File: src/rtl/split_pipe.sv
// 1-master to N-slave bus splitter that tracks outstanding reads so responses return from the owning slave.
// Optional SPLIT_DECERR_EN adds an internal error slave for out-of-range selects.
module split_pipe #(
  parameter int N_SLAVES = 2,
  parameter int ADDR_W   = 32,
  parameter int DATA_W   = 32,
  parameter int P_SLAVES = ADDR_W - 1,
  parameter int MAX_OUT  = 4,
  parameter logic [DATA_W-1:0] ERR_DATA = DATA_W'(32'hDEADBEEF)
) (
  input  logic                           clk,
  input  logic                           rst_n,
  input  logic                           m_valid,
  input  logic [ADDR_W-1:0]              m_addr,
  input  logic [DATA_W-1:0]              m_wdata,
  input  logic [DATA_W/8-1:0]            m_wstrb,
  output logic                           m_ready,
  output logic [DATA_W-1:0]              m_rdata,
  output logic                           m_rvalid,
  output logic [N_SLAVES-1:0]            s_valid,
  output logic [N_SLAVES*ADDR_W-1:0]     s_addr,
  output logic [N_SLAVES*DATA_W-1:0]     s_wdata,
  output logic [N_SLAVES*DATA_W/8-1:0]   s_wstrb,
  input  logic [N_SLAVES-1:0]            s_ready,
  input  logic [N_SLAVES*DATA_W-1:0]     s_rdata,
  input  logic [N_SLAVES-1:0]            s_rvalid
);

  localparam int NB    = (N_SLAVES > 1) ? $clog2(N_SLAVES) : 1;
  localparam int SW    = $clog2(N_SLAVES + 1);
  localparam int CNT_W = $clog2(MAX_OUT + 1);
  localparam int SB    = DATA_W / 8;

  logic [NB-1:0]    sel_raw;
  logic [SW-1:0]    sel;
  logic [SW-1:0]    sel_q;
  logic [CNT_W-1:0] cnt_q;
  logic             stall;
  logic             tgt_ready;
  logic             rsp_vld;
  logic [DATA_W-1:0] rsp_data;
  logic             rd_acc;
`ifdef SPLIT_DECERR_EN
  logic             err_vld_p1;
`endif

  // Stage 0: address decode, out-of-range selects either hit the error slave or get their MSB masked
  always_comb begin
    sel_raw = m_addr[P_SLAVES -: NB];
    sel     = '0;
    if (N_SLAVES > 1) begin
      if (SW'(sel_raw) >= SW'(N_SLAVES)) begin
`ifdef SPLIT_DECERR_EN
        sel = SW'(N_SLAVES);
`else
        sel = SW'(sel_raw & ~(NB'(1) << (NB - 1)));
`endif
      end else begin
        sel = SW'(sel_raw);
      end
    end
  end

  // Never let a second slave's responses interleave with the current owner's
  assign stall  = (cnt_q != '0) & ((sel != sel_q) | (cnt_q == CNT_W'(MAX_OUT)));
  assign rd_acc = m_valid & m_ready & (m_wstrb == '0);

  always_comb begin
    s_valid   = '0;
    s_addr    = '0;
    s_wdata   = '0;
    s_wstrb   = '0;
    tgt_ready = 1'b0;
    rsp_vld   = 1'b0;
    rsp_data  = '0;
    for (int i = 0; i < N_SLAVES; i++) begin
      if (sel == SW'(i)) begin
        tgt_ready                   = s_ready[i];
        s_valid[i]                  = m_valid & ~stall;
        s_addr[i*ADDR_W +: ADDR_W]  = m_addr;
        s_wdata[i*DATA_W +: DATA_W] = m_wdata;
        s_wstrb[i*SB +: SB]         = m_wstrb;
      end
      if (sel_q == SW'(i)) begin
        rsp_vld  = s_rvalid[i];
        rsp_data = s_rdata[i*DATA_W +: DATA_W];
      end
    end
`ifdef SPLIT_DECERR_EN
    if (sel == SW'(N_SLAVES)) tgt_ready = 1'b1;
    if (sel_q == SW'(N_SLAVES)) begin
      rsp_vld  = err_vld_p1;
      rsp_data = ERR_DATA;
    end
`endif
    m_ready  = tgt_ready & ~stall;
    m_rvalid = (cnt_q != '0) & rsp_vld;
    m_rdata  = m_rvalid ? rsp_data : '0;
  end

  // Stage 1: outstanding-read bookkeeping
  always_ff @(posedge clk or negedge rst_n) begin
    if (!rst_n) begin
      cnt_q <= '0;
      sel_q <= '0;
    end else begin
      if (rd_acc && !m_rvalid)      cnt_q <= cnt_q + CNT_W'(1);
      else if (!rd_acc && m_rvalid) cnt_q <= cnt_q - CNT_W'(1);
      if (rd_acc) sel_q <= sel;
    end
  end

`ifdef SPLIT_DECERR_EN
  always_ff @(posedge clk or negedge rst_n) begin
    if (!rst_n) err_vld_p1 <= 1'b0;
    else        err_vld_p1 <= rd_acc & (sel == SW'(N_SLAVES));
  end
`endif

endmodule

File: config.mk
export PLATFORM = sky130hd
export DESIGN_NAME = split_pipe
export DESIGN_NICKNAME = d
export VERILOG_FILES = /design/src/rtl/split_pipe.sv
export SDC_FILE = /design/constraint.sdc
export NUM_CORES = 1
export LEC_CHECK = 0
export CORE_AREA = 10 10 113 115
export CTS_CLUSTER_DIAMETER = 200
export DETAILED_ROUTE_END_ITERATION = 8
export DIE_AREA = 0 0 123 125
export GPL_TIMING_DRIVEN = 0
export PLACE_DENSITY_LB_ADDON = 0.15
export SLEW_MARGIN = 20
export SYNTH_ARGS = -nofsm -noshare
export SYNTH_HDL_FRONTEND = slang
export SYNTH_SLANG_ARGS = --single-unit
File: constraint.sdc
create_clock -name clk -period 2.55 [get_ports clk]
set_input_delay 0.6375 -clock clk [delete_from_list [all_inputs] [get_ports clk]]
set_output_delay 0.6375 -clock clk [all_outputs]
set_load 0.1 [all_outputs]
# Yosys cells after proc, flatten, opt, wreduce, memory -nomap -nowiden
# Index checks and enable logic that the tools add are counted.
[op_classes] add_sub_neg=2 multipliers=0 div=0 order_cmp=0 eq_ne=2 n_shift=0 muxes=17 bitwise=8 n_reduce_logical=9
[op_table] operator="two-way mux 32 bit" count=7
[op_table] operator="two-way mux 4 bit" count=2
[op_table] operator="bitwise AND 1 bit" count=6
[op_table] operator="two-way mux 1 bit" count=6
[op_table] operator="two-way mux 3 bit" count=2
[op_table] operator="logical NOT 2 bit" count=2
[op_table] operator="logical NOT 4 bit" count=1
[op_table] operator="adder 3 x 1 -> 3 bit (second input constant)" count=1
[op_table] operator="equality test 3 bit (second input constant)" count=1
[op_table] operator="nonzero test 3 bit" count=1
[op_table] operator="subtractor 3 x 1 -> 3 bit (second input constant)" count=1
[op_table] operator="logical AND 1 bit" count=2
[op_table] operator="logical NOT 1 bit" count=2
[op_table] operator="nonzero test 2 bit" count=1
[op_table] operator="inequality test 1 bit" count=1
[op_table] operator="inverter 1 bit" count=1
[op_table] operator="bitwise OR 1 bit" count=1
[word_totals] register_bits=4 latch_bits=0 ram_bits=0 mem_bits_ro=0 out_inout_bits=172 n_memories=0

# Longest topological paths before layout
[depth] word_depth=11 ltp_mapped=11 ltp_nobuf=10

# Worst setup path before layout
# Ideal clock, no wire load.
[synth_path] path_type="input to output" startpoint="input m_addr[31]" endpoint="output m_ready" arrival_time_ps=2390 required_ps=1913 path_slack_ps=-477 cell_stages=3 n_path_buf=1 path_cell_list="buf_2 nand2b_1 o22ai_1"
[synth_between] elab_chain_cells=5 word_cells_on_any_way=8 cone_classes="eq/ne (1); mux (2); bitwise (4); reduce/logical (1)"
[synth_rtl] element="from (decl)" line_no="14" source="input logic [ADDR_W-1:0] m_addr,"
[synth_rtl] element="inequality test 1 bit" line_no="65" source="assign stall = (cnt_q != '0) & ((sel != sel_q) | (cnt_q == CNT_W'(MAX_OUT)));"
[synth_rtl] element="bitwise OR 1 bit" line_no="65"
[synth_rtl] element="bitwise AND 1 bit" line_no="65"
[synth_rtl] element="inverter 1 bit" line_no="96" source="m_ready = tgt_ready & ~stall;"
[synth_rtl] element="bitwise AND 1 bit (*)" line_no="96"
[synth_rtl] element="to (decl)" line_no="17" source="output logic m_ready,"
# Mark *: on every way between the ends. The rest lies on a longest branch, timed or not.

# Worst setup path in the final report
[layout_path] startpoint="input m_addr[31]" endpoint="output s_wdata[23]"
[layout_between] elab_chain_cells=2
[layout_rtl] element="logical NOT 2 bit" line_no="77" source="if (sel == SW'(i)) begin"
[layout_rtl] element="two-way mux 32 bit" line_no="77"
[layout_rtl] element="to (decl)" line_no="22" source="output logic [N_SLAVES*DATA_W-1:0] s_wdata,"
# No other way between the ends.

==> impl_metrics.xml <==
<?xml version="1.0" encoding="UTF-8"?>
<metrics>
  <group name="clock_tree">
    <metric name="tritoncts_num_sinks" unit="">4</metric>
    <metric name="cts.clk_slew.worst_paths" unit="ns">0.03</metric>
    <metric name="cts-root-to-sink-buffers" unit="">2</metric>
    <metric name="cts_hold_repair.buffers" unit="">0</metric>
    <metric name="clkLatencyLatePin" unit="ns">0.22</metric>
    <metric name="tritoncts" unit="">done</metric>
    <metric name="cts_htree_levels" unit="">1</metric>
    <metric name="clockRootBuffer" unit="">sky130_fd_sc_hd__clkbuf_8</metric>
    <metric name="cts_made_buffers" unit="">3</metric>
  </group>
  <group name="yosys">
    <metric name="synth-edff-count" unit="">0</metric>
    <metric name="synth_sequential_area_ratio" unit="%">5.02</metric>
    <metric name="ys_warn_count" unit="">0</metric>
    <metric name="mappedNetlistNets" unit="">402</metric>
    <metric name="ys_async_sr_fraction" unit="%">100</metric>
    <metric name="synth_area" unit="µm²">1990</metric>
    <metric name="synth_cells" unit="">261</metric>
    <metric name="ys_dominant_reg_cell" unit="">sky130_fd_sc_hd__dfrtp_1</metric>
    <metric name="ys_ff_latch" unit="">4</metric>
    <metric name="netlist.area_leader.share" unit="%">21.3</metric>
    <metric name="mean_instance_size_in_the_synthesized_netlist" unit="µm²">7.64</metric>
    <metric name="ys_types" unit="">32</metric>
    <metric name="synthDominantAreaCellType" unit="">sky130_fd_sc_hd__and2_1</metric>
    <metric name="synth.cells.most_frequent" unit="">68 x sky130_fd_sc_hd__and2_1, 68 x sky130_fd_sc_hd__nor2b_1, 33 x sky130_fd_sc_hd__mux2i_1</metric>
    <metric name="synth_top_cells_by_area" unit="">sky130_fd_sc_hd__and2_1 21%, sky130_fd_sc_hd__nor2b_1 21%, sky130_fd_sc_hd__mux2i_1 17%</metric>
  </group>
  <group name="pwr">
    <metric name="vdd_ir_drop_max" unit="mV">0.252</metric>
    <metric name="netSwitchingFraction" unit="%">67.9</metric>
    <metric name="cellInternalPower" unit="µW">977</metric>
    <metric name="p_leak" unit="µW">0.00255</metric>
    <metric name="clock_power_share" unit="%">4.3</metric>
    <metric name="seqPwrFrac" unit="%">4.3</metric>
    <metric name="comb_pwr_share" unit="%">91.4</metric>
    <metric name="pwr_density_cell" unit="nW/µm²">586</metric>
    <metric name="power.net_switching" unit="µW">2070</metric>
  </group>
  <group name="worst_hold_path">
    <metric name="worst_hold_path_type" unit="">reg2reg</metric>
    <metric name="hold_depth" unit="">1</metric>
    <metric name="holdCritStartpoint" unit="">cnt_q[2]</metric>
    <metric name="min_to" unit="">cnt_q[2]</metric>
  </group>
  <group name="floorplan">
    <metric name="fp.coreArea" unit="µm²">10600</metric>
    <metric name="floorplan.initialDensity" unit="%">18.8</metric>
    <metric name="fp.dieW" unit="µm">123</metric>
    <metric name="design.portCount" unit="">311</metric>
    <metric name="num_rows" unit="">38</metric>
    <metric name="chipHeight" unit="µm">125</metric>
    <metric name="floorplan.die_area" unit="µm²">15400</metric>
  </group>
  <group name="global_routing">
    <metric name="grt_overflow" unit="">0</metric>
    <metric name="antenna_found_initial" unit="">0</metric>
    <metric name="grt_max_degree" unit="">11</metric>
    <metric name="grt_pass1_vias" unit="">3179</metric>
    <metric name="grt_pass1_wl" unit="µm">20400</metric>
    <metric name="grt_use_total" unit="%">17.1</metric>
  </group>
  <group name="route">
    <metric name="first_pass_iters" unit="">4</metric>
    <metric name="count_of_vias_placed_by_the_detailed_router" unit="">2973</metric>
    <metric name="drt-initial-drc-count" unit="">45</metric>
    <metric name="post_drt_wl_per_cell" unit="µm">19.8</metric>
    <metric name="drt-total-wl" unit="µm">14200</metric>
    <metric name="avgViaCountPerCell" unit="">4.15</metric>
    <metric name="antenna_violating_nets_post_route" unit="">0</metric>
    <metric name="drc" unit="">0</metric>
  </group>
  <group name="setup_path">
    <metric name="startpoint" unit="">m_addr[31]</metric>
    <metric name="critical_path_peak_fanout" unit="">10</metric>
    <metric name="reg2reg_end" unit="">cnt_q[2]</metric>
    <metric name="cp-end-kind" unit="">output port</metric>
    <metric name="regToRegStartpoint" unit="">cnt_q[1]</metric>
    <metric name="timing.critical_path.from_type" unit="">input pin</metric>
    <metric name="critPathArrivalTime" unit="ns">1.87</metric>
    <metric name="worst-r2r-cell-count" unit="">10</metric>
    <metric name="worstSetupPathType" unit="">in2out</metric>
    <metric name="timing.critical_path.required" unit="ns">1.91</metric>
    <metric name="setup.reg_to_reg.worst_slack" unit="ns">0.15</metric>
  </group>
  <group name="timing">
    <metric name="final-hold-violation-count" unit="">0</metric>
    <metric name="clock-skew-final" unit="ns">0.00417</metric>
    <metric name="rsz0062_at_grt" unit="">yes</metric>
    <metric name="slew_headroom" unit="%">60.5</metric>
    <metric name="worst_setup_margin" unit="ns">0.0450</metric>
    <metric name="fmaxAchievable" unit="MHz">399</metric>
    <metric name="fin_setup_tns" unit="ns">0</metric>
    <metric name="setup_violations" unit="">0</metric>
    <metric name="worst_slew_pin_slew" unit="ns">0.595</metric>
    <metric name="timing.final.max_slew_violations" unit="">0</metric>
    <metric name="finalWorstPathRequiredPeriod" unit="ns">2.50</metric>
    <metric name="whs" unit="ns">0.487</metric>
    <metric name="final.period_utilization" unit="%">98.2</metric>
  </group>
  <group name="placed_design">
    <metric name="gpl.final_weighted_congestion" unit="">0.788</metric>
    <metric name="placement.cell_area" unit="µm²">5360</metric>
    <metric name="port_buffers" unit="">309</metric>
    <metric name="post-dp-hpwl" unit="µm">12700</metric>
    <metric name="post-place-ws" unit="ns">-1.55</metric>
    <metric name="cell_count_post_placement" unit="">710</metric>
  </group>
  <group name="cells_and_area">
    <metric name="finish.instance_area" unit="µm²">5190</metric>
    <metric name="antenna_cells" unit="">0</metric>
    <metric name="layout.filler_cells" unit="">1095</metric>
    <metric name="finalNetCount" unit="">720</metric>
    <metric name="instances_no_fill" unit="">717</metric>
    <metric name="syn2layout_area_growth" unit="%">160</metric>
    <metric name="final_layout_size_suffix_gt1_share" unit="%">47.8</metric>
  </group>
  <group name="run_status">
    <metric name="outcome" unit="">completed</metric>
  </group>
  <group name="flow_run">
    <metric name="max-cap-violations" unit="">0</metric>
  </group>
</metrics>
[worst max-delay path: stages]
cell,delay (ns)
sky130_fd_sc_hd__clkdlybuf4s15_2,0.25
sky130_fd_sc_hd__buf_4,0.20
sky130_fd_sc_hd__buf_2,0.20
sky130_fd_sc_hd__nor2b_1,0.12
sky130_fd_sc_hd__buf_2,0.45
[kinds of logic (layout without fill, tap and decap cells)]
group	count (synthesis)	count (layout)	share of synthesized area (%)
XOR/XNOR	4	4	2.13
buffers and inverters	27	343	9.03
multiplexers	34	34	17.1
adder cells (fa/ha/maj)	2	2	1.63
AO/OA/AOI/OAI	7	7	2.32
AND/OR/NAND/NOR	182	182	62.5
flip-flops	4	4	5.02
other	1	1	0.188
[layer usage]
layer  part of all wire (%)  GRT usage (%)  vias to the layer above
met3                     13           8.51                        4
met1                     35           16.9                     1346
met2                     52           31.9                      167
met5                      0              0                        -
li1                       -              -                     1456
met4                   0.41           1.99                        0
[metrics by stage]
step / util [%] / total power [µW]
global route: 48.9 / 3150
CTS: 49.2 / 3070
floorplan: - / 2140
detailed placement: 50.5 / 2890
global placement: 50.5 / 2870
finish: 48.9 / 3040
[worst max path at each step]
stage                             end  cells past startpoint
after global routing         cnt_q[2]                     11
after global placement     s_addr[61]                      5
after floorplan            m_rdata[0]                      4
after detailed placement   s_addr[61]                      5
final                     s_wdata[23]                      5
after CTS                  s_addr[15]                      4
[timing repair]
action | in CTS | in global routing
cloned | 1 | 0
setup endpoints to repair | 173 | 46
resized for setup | 979 | 63
setup buffers | 3 | 0
pin swaps | 6 | 4
[area by class of cell]
type                    count  area [µm²]  area share, %
inverters                   2        7.51          0.145
plain buffers              25         191           3.69
flip-flops and latches      4         100           1.93
repair buffers            313        2840           54.8
multi-input cells         230        1830           35.3
well taps                 140         175           3.38
clock buffers               3        41.3          0.796
[cell usage in the layout, fill, tap and decap left out, drive strengths merged]
| cell | synthesis | layout |
|---|---|---|
| ha | 1 | 1 |
| nor4 | 1 | 1 |
| dfrtp | 4 | 4 |
| dlygate4sd2 | 0 | 3 |
| xor2 | 3 | 3 |
| clkdlybuf4s15 | 0 | 9 |
| o211ai | 1 | 1 |
| nand2b | 1 | 1 |
| nor2b | 68 | 68 |
| and2 | 68 | 68 |
| inv | 2 | 2 |
| conb | 1 | 1 |
| a21oi | 1 | 1 |
| xnor2 | 1 | 1 |
| clkdlybuf4s50 | 0 | 130 |
| o21ai | 2 | 2 |
| fa | 1 | 1 |
| nor2 | 38 | 38 |
| o2bb2ai | 1 | 1 |
| mux2i | 33 | 33 |
| mux2 | 1 | 1 |
| a2bb2oi | 1 | 1 |
| dlymetal6s2s | 0 | 4 |
| nand2 | 4 | 4 |
| or2 | 1 | 1 |
| nor3 | 1 | 1 |
| clkbuf | 9 | 37 |
| buf | 16 | 158 |
| o22ai | 1 | 1 |
[registers in the layout, indices dropped and copies added (netlist names)]
| name | cells |
|---|---|
| cnt_q | 3 |
| sel_q | 1 |
[power groups by stage]
stage / combinational (µW) / clock (µW) / sequential [µW]
floorplan: 2020 / 0 / 121
global placement: 2750 / 0 / 128
detailed placement: 2760 / 0 / 129
CTS: 2800 / 138 / 130
global route: 2880 / 144 / 134
finish: 2780 / 132 / 131
Power figures use the tool's default switching activity.
